==> config.mk <==
export PLATFORM = sky130hd
export DESIGN_NAME = serial_packet_receiver
export DESIGN_NICKNAME = d
export VERILOG_FILES = /design/src/rtl/serial_packet_receiver.sv
export SDC_FILE = /design/constraint.sdc
export NUM_CORES = 1
export LEC_CHECK = 0
export ABC_AREA = 1
export BUFFER_PORTS_ARGS = -buffer_cell sky130_fd_sc_hd__buf_2
export CAP_MARGIN = 10
export CORE_MARGIN = 2
export CORE_UTILIZATION = 45
export DETAILED_ROUTE_END_ITERATION = 6
export PLACE_DENSITY = 0.73
export SKIP_CTS_REPAIR_TIMING = 1
export SYNTH_ARGS = -nofsm -noshare
export SYNTH_HDL_FRONTEND = slang
export SYNTH_SLANG_ARGS = --single-unit
==> constraint.sdc <==
create_clock -name clk -period 4.84 [get_ports clk]
set_input_delay 0.968 -clock clk [delete_from_list [all_inputs] [get_ports clk]]
set_output_delay 0.968 -clock clk [all_outputs]
set_load 0.02 [all_outputs]
==> src/rtl/serial_packet_receiver.sv <==
`default_nettype none
// ============================================================================
// Module   : serial_packet_receiver
// Brief    : Deframes start/addr/len/payload serial packets into parallel fields.
// Revision : 1.0 - initial release
// ============================================================================
module serial_packet_receiver #(
  parameter int ADDR_W = 2,
  parameter int LEN_W  = 4,
  parameter int DATA_W = 15
) (
  input  logic              clk,
  input  logic              rst,
  input  logic              serin,
  output logic              busy,
  output logic              done,
  output logic [ADDR_W-1:0] addr,
  output logic [LEN_W-1:0]  len,
  output logic [DATA_W-1:0] data
);

  localparam int c_max_len = (1 << LEN_W) - 1;
  localparam int c_cnt_max = (ADDR_W > LEN_W) ?
                             ((ADDR_W > c_max_len) ? ADDR_W : c_max_len) :
                             ((LEN_W  > c_max_len) ? LEN_W  : c_max_len);
  localparam int c_cnt_w   = $clog2(c_cnt_max + 1);

  localparam logic [c_cnt_w-1:0] c_cnt_one  = c_cnt_w'(1);
  localparam logic [c_cnt_w-1:0] c_addr_end = c_cnt_w'(ADDR_W);
  localparam logic [c_cnt_w-1:0] c_len_end  = c_cnt_w'(LEN_W);

  typedef enum logic [2:0] {
    IDLE = 3'd0,
    ADDR = 3'd1,
    LEN  = 3'd2,
    DATA = 3'd3,
    DONE = 3'd4
  } state_t;

  state_t             r_state;
  logic [c_cnt_w-1:0] r_cnt;
  logic [c_cnt_w-1:0] w_cnt_inc;
  logic [LEN_W-1:0]   w_len_next;

  // The counter is compared after incrementing, so field ends test against the width itself.
  assign w_cnt_inc  = r_cnt + c_cnt_one;
  assign w_len_next = {len[LEN_W-2:0], serin};

  always_ff @(posedge clk) begin
    if (rst) begin
      r_state <= IDLE;
      r_cnt   <= '0;
      busy    <= 1'b0;
      done    <= 1'b0;
      addr    <= '0;
      len     <= '0;
      data    <= '0;
    end else begin
      done <= 1'b0;
      case (r_state)
        IDLE: begin
          if (!serin) begin
            r_state <= ADDR;
            busy    <= 1'b1;
            r_cnt   <= '0;
            addr    <= '0;
            len     <= '0;
            data    <= '0;
          end
        end
        ADDR: begin
          addr <= {addr[ADDR_W-2:0], serin};
          if (w_cnt_inc == c_addr_end) begin
            r_state <= LEN;
            r_cnt   <= '0;
          end else begin
            r_cnt <= w_cnt_inc;
          end
        end
        LEN: begin
          len <= w_len_next;
          if (w_cnt_inc == c_len_end) begin
            r_cnt <= '0;
            if (w_len_next == '0) begin
              r_state <= DONE;
              busy    <= 1'b0;
              done    <= 1'b1;
            end else begin
              r_state <= DATA;
            end
          end else begin
            r_cnt <= w_cnt_inc;
          end
        end
        DATA: begin
          data <= {data[DATA_W-2:0], serin};
          if (w_cnt_inc == c_cnt_w'(len)) begin
            r_state <= DONE;
            r_cnt   <= '0;
            busy    <= 1'b0;
            done    <= 1'b1;
          end else begin
            r_cnt <= w_cnt_inc;
          end
        end
        DONE: begin
          r_state <= IDLE;
        end
        default: begin
          r_state <= IDLE;
          r_cnt   <= '0;
          busy    <= 1'b0;
        end
      endcase
    end
  end

endmodule
`default_nettype wire

==> reports/qor.yml <==
clock_network:
  cts_tree: "built"
  clock-sinks: 30
  clockRootBuffer: "clkbuf_4"
  cts_buffers: 5
  htree_levels: 2
  cts.path.max_buffers: 2
  clk_latency_ns: 0.34
  worst_setup_hold_path_clk_slew_ns: 0.09
floorplanning:
  start_util_pct: 47.7
  num_rows: 20
  dieArea_um2: 3770
  die_y_um: 61.4
  fp.dieW_um: 61.4
  pin_count: 26
  coreArea_um2: 3100
power_and_ir_drop:
  p_leak_nw: 0.755
  p_int_w: 0.000434
  power_density_nw_per_um2: 443
  ir_drop_mv: 0.216
  share_seq_of_total_power_pct: 40.1
  p_total_w: 0.000748
  pwr-share-clk_pct: 21.2
  p_switching_w: 0.000314
  switching_share_pct: 42.0
  share_comb_of_total_power_pct: 38.6
setup_path:
  required_ns: 5.04
  worstPathArrival_ns: 2.13
  reg2reg_depth: 5
  crit_type: "reg -> reg"
  critPathLaunchType: "flop"
  crit_chain: "nand2_1 > nor2_2 > inv_2 > nand3_1 > a21oi_1"
  r2r-end: "data[12]"
  path_delay_family: "simple AND/OR/NAND/NOR gates"
  critical_path.max_stage_delay_ns: 0.73
  critPathSlowestCell: "nor2_2"
  crit_buf_inv: 1
  end_kind: "flop"
  regToRegStartpoint: "r_state[0]"
  r2r_setup_slack_ns: 2.91
  worstPathMaxFanout: 22
hold_path:
  holdPathEnd: "busy"
  hp-class: "reg -> reg"
  hold_depth: 2
  min_from: "busy"
detailed_routing:
  vias_per_cell: 5.05
  detail-route-antenna-nets: 0
  wl_mm: 3.11
  firstDrtPassIters: 4
  drc_errors: 0
  drt_first_iter_violations: 73
  drt-wirelength-per-cell_um: 11.2
  via_count: 1404
timing:
  rsz0062_at_grt: "no"
  finalSetupViolations: 0
  min_period_over_period_pct: 39.9
  tightestPinTransition_ns: 0.959
  finalMaxSlewViolations: 0
  relSlewSlack_pct: 36.0
  max_freq_ghz: 0.518
  timing.final.crit_period_ns: 1.93
  report.final.hold_viol_count: 0
  tns_ns: 0
  skew_ns: 0.00803
grt:
  grt_pass1_vias: 1115
  grt-ovfl-total: 0
  grt_pass1_wl_mm: 5.02
  grt_start_max_net_pins: 26
  antenna_found_initial: 0
  grt_usage_pct: 18.4
synth:
  syn_area_um2: 1480
  ys_types: 24
  synth_area_per_cell_um2: 7.09
  ys_ff_latch: 30
  netlist_instances: 209
  seq_area_frac_synth_pct: 40.5
  yosys_warnings: 0
  syn-num-nets: 214
cells_and_area:
  synthToLayoutAreaGrowth_pct: 13.9
  antenna_cells: 0
  drive_gt1_share_pct: 23.1
  fill_cells: 326
  nNetsFinal: 238
  utilization_pct: 54.4
placed_design:
  place_hpwl_mm: 2.13
  port_buffers: 25
  place_congestion: 0.878
outcome:
  status: "complete, no violations"
flow_run:
  maxCapViolCount: 0
-- kinds of logic after synthesis --
logic type                 synth area share, %
and+or+nand+nor                           38.4
DFF                                       40.5
xor gates and xnor gates                  1.18
buffers and inverters                     8.45
AOI/OAI and AO/OA                         9.71
adders and majority gates                 1.69
-- how the worst max path moves through the flow --
stage | cells after the start | start | to
after floorplan | 8 | serin | busy
after detailed placement | 9 | serin | busy
final | 5 | r_state[0] | data[12]
after global placement | 5 | r_state[0] | data[1]
after global routing | 5 | r_state[0] | data[1]
after CTS | 5 | r_state[0] | data[3]
-- cell type report --
| cell class | count | area [um^2] | area share (%) |
|---|---|---|---|
| inverter | 24 | 90.1 | 5.34 |
| clock inverter | 1 | 5.00 | 0.297 |
| clock buffer | 7 | 55.1 | 3.26 |
| multi-input combinational | 147 | 756 | 44.8 |
| tap | 44 | 55.1 | 3.26 |
| timing repair buffer | 25 | 125 | 7.42 |
| sequential | 30 | 601 | 35.6 |
-- cell usage after synthesis --
master	number	area, um^2
o21bai_1	1	7.51
nand2_1	54	203
nor2_4	1	11.3
nand2_4	2	22.5
nor2_2	3	18.8
xor2_1	2	17.5
nor2_1	7	26.3
a21oi_4	1	16.3
nand3_1	30	150
a21oi_1	23	115
inv_1	18	67.6
nor3_1	3	15.0
nand3_2	1	10.0
inv_2	6	22.5
nand2_2	7	43.8
ha_1	2	25.0
nand3b_1	1	7.51
dfxtp_1	30	601
nand3_4	1	17.5
o21ai_0	1	5.00
buf_2	4	20.0
clkbuf_1	3	11.3
buf_1	1	3.75
nand4_1	7	43.8
-- worst min-delay path: stages (launching register included) --
cell and delay (ns):
dfxtp_1 0.32, nand2_1 0.06, a21oi_1 0.05
-- through the flow --
step / instances / worst slack, ns / hold WS, ns / cell area [um^2]
after detailed placement: 270 / 2.91 / 0.458 / 1630
after global routing: 278 / 2.75 / 0.501 / 1690
after CTS: 278 / 2.89 / 0.472 / 1690
final: 278 / 2.91 / 0.473 / 1690
after global placement: 270 / 2.92 / 0.453 / 1630
after floorplan: 209 / 3.15 / 0.536 / 1480
-- layout by cell type, fill, tap and decap left out, drive strengths merged --
master,netlist,layout
nor3,3,3
dfxtp,30,30
nand4,7,7
ha,2,2
buf,5,25
nand3,32,32
inv,24,24
nor2,11,11
o21ai,1,1
a21oi,24,24
clkinv,0,1
xor2,2,2
nand2,63,63
clkbuf,3,7
nand3b,1,1
o21bai,1,1
-- power by group through the flow --
stage / sequential (W) / clock (W) / combinational [W]
global route: 0.000304 / 0.000174 / 0.000326
CTS: 0.000300 / 0.000161 / 0.000290
global placement: 0.000306 / 0 / 0.000291
finish: 0.000300 / 0.000159 / 0.000289
floorplan: 0.000308 / 0 / 0.000232
detailed placement: 0.000305 / 0 / 0.000289
-- sequential cells by signal, indices dropped and copies added (netlist names) --
| signal | cells |
|---|---|
| data | 15 |
| len | 4 |
| r_cnt | 4 |
| r_state | 3 |
| addr | 2 |
| busy | 1 |
| done | 1 |
-- routing by layer --
layer | global-route usage [%] | share of wire, % | wire, um
met5 | 0 | 0 | 0
met4 | 7.29 | 1.5 | 46
met3 | 6.30 | 4.7 | 145
met2 | 26.6 | 44 | 1380
met1 | 25.2 | 49 | 1530
Power figures use the tool's default switching activity.
